<file path="config.mk">
export PLATFORM = sky130hd
export DESIGN_NAME = audio_sample_buffer
export DESIGN_NICKNAME = d
export VERILOG_FILES = /design/src/rtl/audio_sample_buffer.sv
export SDC_FILE = /design/constraint.sdc
export NUM_CORES = 1
export LEC_CHECK = 0
export BUFFER_PORTS_ARGS = -buffer_cell sky130_fd_sc_hd__buf_2
export CAP_MARGIN = 15
export CELL_PAD_IN_SITES_DETAIL_PLACEMENT = 1
export CELL_PAD_IN_SITES_GLOBAL_PLACEMENT = 2
export CORE_ASPECT_RATIO = 0.75
export CORE_MARGIN = 8
export CORE_UTILIZATION = 35
export DETAILED_ROUTE_END_ITERATION = 12
export PLACE_DENSITY_LB_ADDON = 0.1
export REMOVE_ABC_BUFFERS = 1
export SETUP_SLACK_MARGIN = 0.15
export SLEW_MARGIN = 20
export SYNTH_ARGS = -nofsm -noshare
export SYNTH_HDL_FRONTEND = slang
export SYNTH_SLANG_ARGS = --single-unit
</file>
<file path="constraint.sdc">
create_clock -name clk -period 3.31 [get_ports clk]
set_input_delay 0.993 -clock clk [delete_from_list [all_inputs] [get_ports clk]]
set_output_delay 0.993 -clock clk [all_outputs]
set_load 0.01 [all_outputs]
</file>
<file path="src/rtl/audio_sample_buffer.sv">
`timescale 1ns / 1ps
`default_nettype none
// ============================================================================
// Module      : audio_sample_buffer
// Description : Stereo-to-mono mixer feeding a small sample FIFO that sits
//               directly upstream of the DFT front end. Absorbs the phase
//               difference between codec sample timing and the DFT read
//               cadence, and counts samples dropped on overflow.
//
// Optional    : define AUDIO_DC_BLOCK_EN to insert a first-order DC-removal
//               stage between the mix register and the FIFO (adds one cycle
//               of latency).
//
// Parameters  : N        - sample width in bits
//               DEPTH    - FIFO entries (power of 2, >= 2)
//               DC_SHIFT - DC estimator time constant (shift amount)
//
// Ports       : clk          in   system clock
//               rst          in   asynchronous active-high reset
//               leftIn       in   left-channel sample (signed, N bits)
//               rightIn      in   right-channel sample (signed, N bits)
//               audioValid   in   strobe: leftIn/rightIn valid this cycle
//               doingRead    in   strobe: pop the head entry
//               inputSample  out  head-of-FIFO sample (valid with sampleReady)
//               sampleReady  out  FIFO not empty
//               fillLevel    out  current entry count (registered)
//               dropCount    out  overflow drop count, saturating at 255
//
// Revision    : 1.0 - initial release
// ============================================================================
module audio_sample_buffer #(
  parameter int N        = 16,
  parameter int DEPTH    = 8,
  parameter int DC_SHIFT = 10
) (
  input  logic                       clk,
  input  logic                       rst,
  input  logic signed [N-1:0]        leftIn,
  input  logic signed [N-1:0]        rightIn,
  input  logic                       audioValid,
  input  logic                       doingRead,
  output logic signed [N-1:0]        inputSample,
  output logic                       sampleReady,
  output logic [$clog2(DEPTH):0]     fillLevel,
  output logic [7:0]                 dropCount
);

  localparam int c_ADDR_W = $clog2(DEPTH);

  // --------------------------------------------------------------------------
  // Mix stage: sum at N+1 bits so it cannot overflow, then an arithmetic
  // shift gives floor((l+r)/2), which always fits back into N bits.
  // --------------------------------------------------------------------------
  logic signed [N:0]   w_sum;
  logic signed [N-1:0] w_mono;
  logic signed [N-1:0] r_mix_reg;
  logic                r_mix_v;

  assign w_sum  = $signed({leftIn[N-1], leftIn}) + $signed({rightIn[N-1], rightIn});
  assign w_mono = N'(w_sum >>> 1);

  always_ff @(posedge clk or posedge rst) begin
    if (rst) begin
      r_mix_v   <= 1'b0;
      r_mix_reg <= '0;
    end else begin
      r_mix_v <= audioValid;
      if (audioValid) begin
        r_mix_reg <= w_mono;
      end
    end
  end

  // Sample presented to the FIFO write port
  logic                w_push_v;
  logic signed [N-1:0] w_push_data;

`ifdef AUDIO_DC_BLOCK_EN
  // --------------------------------------------------------------------------
  // DC removal: acc tracks the running DC scaled by 2^DC_SHIFT. The estimate
  // is subtracted from each sample and the (unsaturated) difference feeds
  // back into acc, giving a leaky high-pass with pole 1 - 2^-DC_SHIFT.
  // --------------------------------------------------------------------------
  localparam int c_ACC_W = N + DC_SHIFT;

  logic signed [c_ACC_W-1:0] r_acc;
  logic signed [N-1:0]       w_dc;
  logic signed [N:0]         w_diff;
  logic signed [N-1:0]       w_sat;
  logic signed [N-1:0]       r_dc_y;
  logic                      r_dc_v;

  assign w_dc   = N'(r_acc >>> DC_SHIFT);
  assign w_diff = $signed({r_mix_reg[N-1], r_mix_reg}) - $signed({w_dc[N-1], w_dc});

  // Overflow into N bits shows up as the top two bits of the difference
  // disagreeing; the top bit then gives the clamp direction.
  always_comb begin
    w_sat = w_diff[N-1:0];
    if (w_diff[N] != w_diff[N-1]) begin
      w_sat = w_diff[N] ? {1'b1, {(N-1){1'b0}}} : {1'b0, {(N-1){1'b1}}};
    end
  end

  always_ff @(posedge clk or posedge rst) begin
    if (rst) begin
      r_acc  <= '0;
      r_dc_y <= '0;
      r_dc_v <= 1'b0;
    end else begin
      r_dc_v <= r_mix_v;
      if (r_mix_v) begin
        r_dc_y <= w_sat;
        r_acc  <= r_acc + {{(DC_SHIFT-1){w_diff[N]}}, w_diff};
      end
    end
  end

  assign w_push_v    = r_dc_v;
  assign w_push_data = r_dc_y;
`else
  logic [31:0] w_unused_dc_shift;

  assign w_unused_dc_shift = 32'(DC_SHIFT);
  assign w_push_v          = r_mix_v;
  assign w_push_data       = r_mix_reg;
`endif

  // --------------------------------------------------------------------------
  // FIFO: pointers carry one extra wrap bit so full and empty are
  // distinguishable without a separate counter.
  // --------------------------------------------------------------------------
  logic [N-1:0]      r_mem [DEPTH];
  logic [c_ADDR_W:0] r_wr_ptr;
  logic [c_ADDR_W:0] r_rd_ptr;
  logic [c_ADDR_W:0] r_fill_level;
  logic [7:0]        r_drop_count;
  logic              w_empty;
  logic              w_full;
  logic              w_pop;
  logic              w_push;
  logic              w_drop;

  assign w_empty = (r_wr_ptr == r_rd_ptr);
  assign w_full  = (r_wr_ptr[c_ADDR_W] != r_rd_ptr[c_ADDR_W]) &&
                   (r_wr_ptr[c_ADDR_W-1:0] == r_rd_ptr[c_ADDR_W-1:0]);

  // A pop in the same cycle frees the head slot, so a push into a full FIFO
  // still lands. The write goes to the slot being popped, which is safe
  // because the head is read combinationally before the edge.
  assign w_pop  = doingRead && !w_empty;
  assign w_push = w_push_v && (!w_full || w_pop);
  assign w_drop = w_push_v && w_full && !w_pop;

  // Storage is deliberately left out of reset.
  always_ff @(posedge clk) begin
    if (w_push) begin
      r_mem[r_wr_ptr[c_ADDR_W-1:0]] <= w_push_data;
    end
  end

  always_ff @(posedge clk or posedge rst) begin
    if (rst) begin
      r_wr_ptr     <= '0;
      r_rd_ptr     <= '0;
      r_fill_level <= '0;
      r_drop_count <= '0;
    end else begin
      if (w_push) begin
        r_wr_ptr <= r_wr_ptr + 1'b1;
      end
      if (w_pop) begin
        r_rd_ptr <= r_rd_ptr + 1'b1;
      end
      case ({w_push, w_pop})
        2'b10:   r_fill_level <= r_fill_level + 1'b1;
        2'b01:   r_fill_level <= r_fill_level - 1'b1;
        default: r_fill_level <= r_fill_level;
      endcase
      if (w_drop && (r_drop_count != 8'hFF)) begin
        r_drop_count <= r_drop_count + 8'd1;
      end
    end
  end

  assign inputSample = r_mem[r_rd_ptr[c_ADDR_W-1:0]];
  assign sampleReady = !w_empty;
  assign fillLevel   = r_fill_level;
  assign dropCount   = r_drop_count;

endmodule
`default_nettype wire

</file>
==> results of run 1 <==
[logic make-up after synthesis]
logic type,share of synthesized area (%)
AO/OA/AOI/OAI,5.62
adder cells (fa/ha/maj),4.00
AND/OR/NAND/NOR,5.22
buffers and inverters,1.48
multiplexers,14.4
flip-flops,65.7
XOR/XNOR,3.60
[cell type report]
cell class	count	area (um2)	area share, %
flip-flops and latches	165	4770	54.9
multi-input cells	239	2430	28.0
clock inverters	6	85.1	0.980
repair buffers	82	497	5.72
well taps	258	323	3.72
inverters	10	37.5	0.432
clock buffers	26	542	6.24
[through the flow]
stage | power, mW | setup TNS (ps) | instances
detailed placement | 5.42 | 0 | 752
global placement | 5.35 | 0 | 752
floorplan | 4.51 | -84030 | 414
finish | 7.43 | 0 | 786
CTS | 7.50 | 0 | 784
global route | 7.83 | 0 | 786
[report_power, final]
group,internal (mW),switching (mW)
clock,1.28,0.775
combinational,1.14,1.17
sequential,2.74,0.320
[placed cells by master (no fill, tap or decap), drive strengths merged, types with 6 or more instances in the layout]
cell	n
nor3	10
mux4	32
a21oi	14
buf	81
clkbuf	27
ha	20
xor2	8
nor2	15
mux2	27
nand3	8
inv	11
dfrtp	37
nand4	6
edfxtp	128
xnor2	21
a21o	7
nand2	25
[worst register-to-register path, delay by kind of cell, from the launching register on]
family | cells | cell delay (ps)
and+or+nand+nor | 4 | 720
AOI/OAI and AO/OA | 3 | 540
DFF | 1 | 470
xor gates and xnor gates | 2 | 310
adders and majority gates | 1 | 310
buffers and inverters | 1 | 240
[path summary, 6_finish.rpt]
check | to | start | cells past startpoint | slack [ps]
min | fillLevel[3] | fillLevel[3] | 1 | 480
max in group asynchronous | r_rd_ptr[1] | rst | 3 | 2230
max reg2reg | fillLevel[3] | r_rd_ptr[0] | 11 | 650
min reg2reg | fillLevel[3] | fillLevel[3] | 1 | 480
min in group asynchronous | dropCount[5] | rst | 3 | 690
max | inputSample[14] | r_rd_ptr[0] | 4 | 210
[repair_timing]
action                                 4_1_cts  5_1_grt
endpoints found under the hold margin        0        0
setup endpoints to repair                    8       13
resized for setup                            1        1
cloned                                       0        1
[metal layers]
layer / vias to the layer above / wire [um] / track usage (%)
li1: 1853 / - / -
met1: 2021 / 7410 / 17.1
met2: 80 / 7930 / 21.6
met3: 18 / 708 / 3.06
met4: 0 / 241 / 4.78
met5: - / 0 / 0
==> out/metrics.cfg, run 1 <==
[yosys]
ys_ff_latch=165
async_flop_share_pct=22.4
synth_warnings=0
synth_cells=430
syn-cell-area_mm2=0.00726
synth_top_cell_by_area=edfxtp_1
seq_area_frac_synth_pct=65.7
synth_top_area_share_pct=52.9
syn_avg_cell_area_um2=16.9
synth_ff_type=edfxtp_1
yosysMostFrequentCell=edfxtp_1
ys_types=50
synth_edf_count=128
synth_commonest_cells=edfxtp_1 (128), dfrtp_1 (37), mux4_2 (32)
synthTopCellsByArea=edfxtp_1 (53%), dfrtp_1 (13%), mux4_2 (9.9%)

[clock_tree]
hold_buffers=0
clk_latency_ps=430
clkTransAtPathRegs_ps=60
clock_path_buffers=2
cts_tree=built
post_cts_buffers=0
cts_buffers=17
cts_num_sinks=165
cts-root-buf=clkbuf_16
h-tree-depth=4

[cells_and_area]
syn2layout_area_growth_pct=19.6
largest_reg_flops=128
utilization_pct=42.8
final_area_mm2=0.00868
drive_above_1_share_pct=35.8
n_antenna_cell=0
fill_cells=2017
nets=573

[worst_setup_path]
arrival_ps=2110
cp_cell_sequence=clkbuf_16 > mux4_2 > mux2_2 > buf_2
critical-path-max-stage-delay_ps=520
cp_top_family=multiplexers
cp.required_ps=2320
cp_max_fo=18
crit_slowest_cell=mux4_2
endpoint_kind=primary output
worstSetupPathType=reg2out
cp_num_buf_inv=2
startpoint_type=register

[sta]
setup_ws_ps=211
max_freq_mhz=323
finClkSkew_ps=8.43
slew_headroom_pct=53.5
setup_violations=0
rsz0062_at_grt=no
worstMarginPinSlew_ps=695
hold_viol_final=0
drv_slew=0
finalCritPeriodShare_pct=93.6
fin_crit_ps=3100
whs_ps=482

[pwr]
ir_worst_vdd_uv=420
pwr_density_cell_mw_per_mm2=855
p_leak_nw=3.21

[global_route]
grt-ovfl-total=0
antenna_found_initial=0
grt_first_pass_wirelength_um=25400
grt_pass1_vias=4353
grt_start_max_net_pins=38
track_usage_pct=13.2

[die]
io_pins=65
start_util_pct=35.8
num_rows=45
die_y_um=141
die_w_um=182
die-area_mm2=0.0257
core_area_mm2=0.0203

[detailed_routing]
drc=0
antenna_left=0
vias_per_cell=5.05
wire_per_inst_um=20.7
drt-pass1-iter-count=4
drt-initial-drc-count=246
via_count=3972
drt-total-wl_um=16300

[place]
place_ws_ps=60.4
dpl-instance-area_mm2=0.00801
dp_hpwl_um=10800
portBuffers=64
gp_congestion=0.694

[run_status]
status=finished clean

[worst_hold_path]
hold_class=reg2reg

[run]
maxCapViolations=0

Power figures use the tool's default switching activity.
==> run 2, diff against run 1 <==
--- a/config.mk
+++ b/config.mk
@@ -11,7 +11,8 @@
 export CELL_PAD_IN_SITES_GLOBAL_PLACEMENT = 2
 export CORE_ASPECT_RATIO = 0.75
 export CORE_MARGIN = 8
-export CORE_UTILIZATION = 35
+export CORE_UTILIZATION = 41
+export CTS_BUF_LIST = sky130_fd_sc_hd__clkbuf_8
 export DETAILED_ROUTE_END_ITERATION = 12
 export PLACE_DENSITY_LB_ADDON = 0.1
 export REMOVE_ABC_BUFFERS = 1
==> run 2 against run 1 <==
Sequential cell count is the same. Cell area shrank 3.3%. Combinational power shrank 3%. Clock-buffer cell count shrank 9. Wire length shrank 4.9%.
==> out/metrics.cfg, run 2 (synthesis results as in run 1) <==
[pwr]
switchingPower_mw=2.18
internal_power_mw=4.50
seqPwrFrac_pct=45.6
finalPower_mw=6.68
combinationalPowerShare_pct=33.6
ir_worst_vdd_uv=308
p_clk_share_pct=20.8
p_leak_nw=3.09
switching_share_pct=32.7
pwr_density_cell_mw_per_mm2=796

[worst_setup_path]
r2r_start=r_rd_ptr[0]
endpoint_kind=primary output
worstSetupPathType=reg2out
cp.required_ps=2320
startpoint=r_rd_ptr[0]
startpoint_type=register
cp_max_fo=18
arrival_ps=2100

[sta]
fin_crit_ps=3090
slew_headroom_pct=41.5
fin_setup_tns_ps=0
hold_viol_final=0
drv_slew=0
rsz0062_at_grt=yes
max_freq_mhz=323
finClkSkew_ps=12.6
worstMarginPinSlew_ps=876
finalCritPeriodShare_pct=93.5
setup_violations=0

[clock_tree]
clkTransAtPathRegs_ps=90
cts_buffers=17
cts-root-buf=clkbuf_8
cts_num_sinks=165
h-tree-depth=4
clk_latency_ps=450
clock_path_buffers=2
cts_tree=built

[global_route]
grt_pass1_vias=4396
antenna_found_initial=0
grt-ovfl-total=0
track_usage_pct=14.8
grt_start_max_net_pins=38
grt_first_pass_wirelength_um=25200

[die]
die-area_mm2=0.0223
start_util_pct=41.5
die_y_um=131
num_rows=42
io_pins=65
core_area_mm2=0.0175
die_w_um=170

[place]
dp_hpwl_um=10500
gp_congestion=0.729
portBuffers=64

[cells_and_area]
final_common_cell=edfxtp_1
drive_above_1_share_pct=35.9
fill_cells=1720
largest_reg_flops=128
mostFrequentLayoutCells=edfxtp_1 (128), buf_2 (64), dfrtp_1 (36)
nets=574
syn2layout_area_growth_pct=15.6
n_antenna_cell=0

[detailed_routing]
via_count=4006
wire_per_inst_um=20.1
drt-initial-drc-count=243
antenna_left=0
drc=0
drt-pass1-iter-count=4
drt-total-wl_um=15500
vias_per_cell=5.20

[worst_hold_path]
min_from=fillLevel[3]
hold_class=reg2reg

[run_status]
status=finished clean

[run]
maxCapViolations=0

run 2: changes by cell type in the layout (fill, tap and decap cells not counted), moves of 2 or more:
cell,change
buf_8,+3
clkbuf_1,-3
clkbuf_16,-20
clkbuf_8,+13
clkinv_1,+2
clkinv_2,+5
clkinvlp_4,+2
inv_4,-2
run 2: layout make-up:
| type | instances | area, um2 | area share [%] |
|---|---|---|---|
| inverter | 10 | 37.5 | 0.447 |
| clock buffer | 17 | 234 | 2.79 |
| clock inverter | 15 | 138 | 1.64 |
| multi-input combinational | 239 | 2430 | 28.9 |
| timing repair buffer | 83 | 485 | 5.78 |
| sequential | 165 | 4770 | 56.8 |
| tap | 242 | 303 | 3.61 |
run 2: worst paths after layout:
check                           slack (ps)  depth (start not counted)        endpoint
worst max-delay path                   220                          4  inputSample[8]
worst min-delay path                   490                          1    fillLevel[3]
worst max register to register         590                          6     r_mem[4][5]
worst min register to register         490                          1    fillLevel[3]
max in group asynchronous             2260                          3     r_rd_ptr[0]
min in group asynchronous              660                          3    dropCount[5]
run 2: metrics by stage:
stage | hold slack (ps) | util, % | setup WS (ps) | area (um2) | cells
3_3_place_gp | 456 | 45.7 | 195 | 8000 | 738
4_1_cts | 498 | 47.8 | 70.9 | 8370 | 770
3_5_place_dp | 482 | 45.7 | 177 | 8000 | 738
5_1_grt | 517 | 48.0 | 110 | 8400 | 771
2_1_floorplan | 492 | - | -1010 | 7190 | 414
6_report | 493 | 48.0 | 215 | 8400 | 771
run 2: repair_timing:
action                                  4_1_cts  5_1_grt
endpoints found under the setup margin       16       16
buffers inserted                              0        0
hold buffers                                  0        0
gates resized for setup                       0        4
cloned                                        0        0
run 2: metal layers:
layer  vias to the layer above  track usage [%]  part of all wire (%)
li1                       1854                -                     -
met1                      2076             20.3                    49
met2                        68             23.1                    47
met3                         8             3.62                   3.0
met4                         0             3.68                  0.81
met5                         -                0                     0
run 2: power groups by stage:
stage                     registers, mW  clock network (mW)  logic, mW
after floorplan                    3.17                   0       1.34
after global placement             3.05                   0       2.25
after detailed placement           3.09                   0       2.29
after CTS                          3.05                1.43       2.30
after global routing               3.10                1.50       2.48
final                              3.05                1.39       2.24
run 2: critical path, stage by stage, from the launching register on:
cell and delay (ps):
dfrtp_2 400, buf_8 220, mux4_2 540, mux2_2 300, buf_2 150
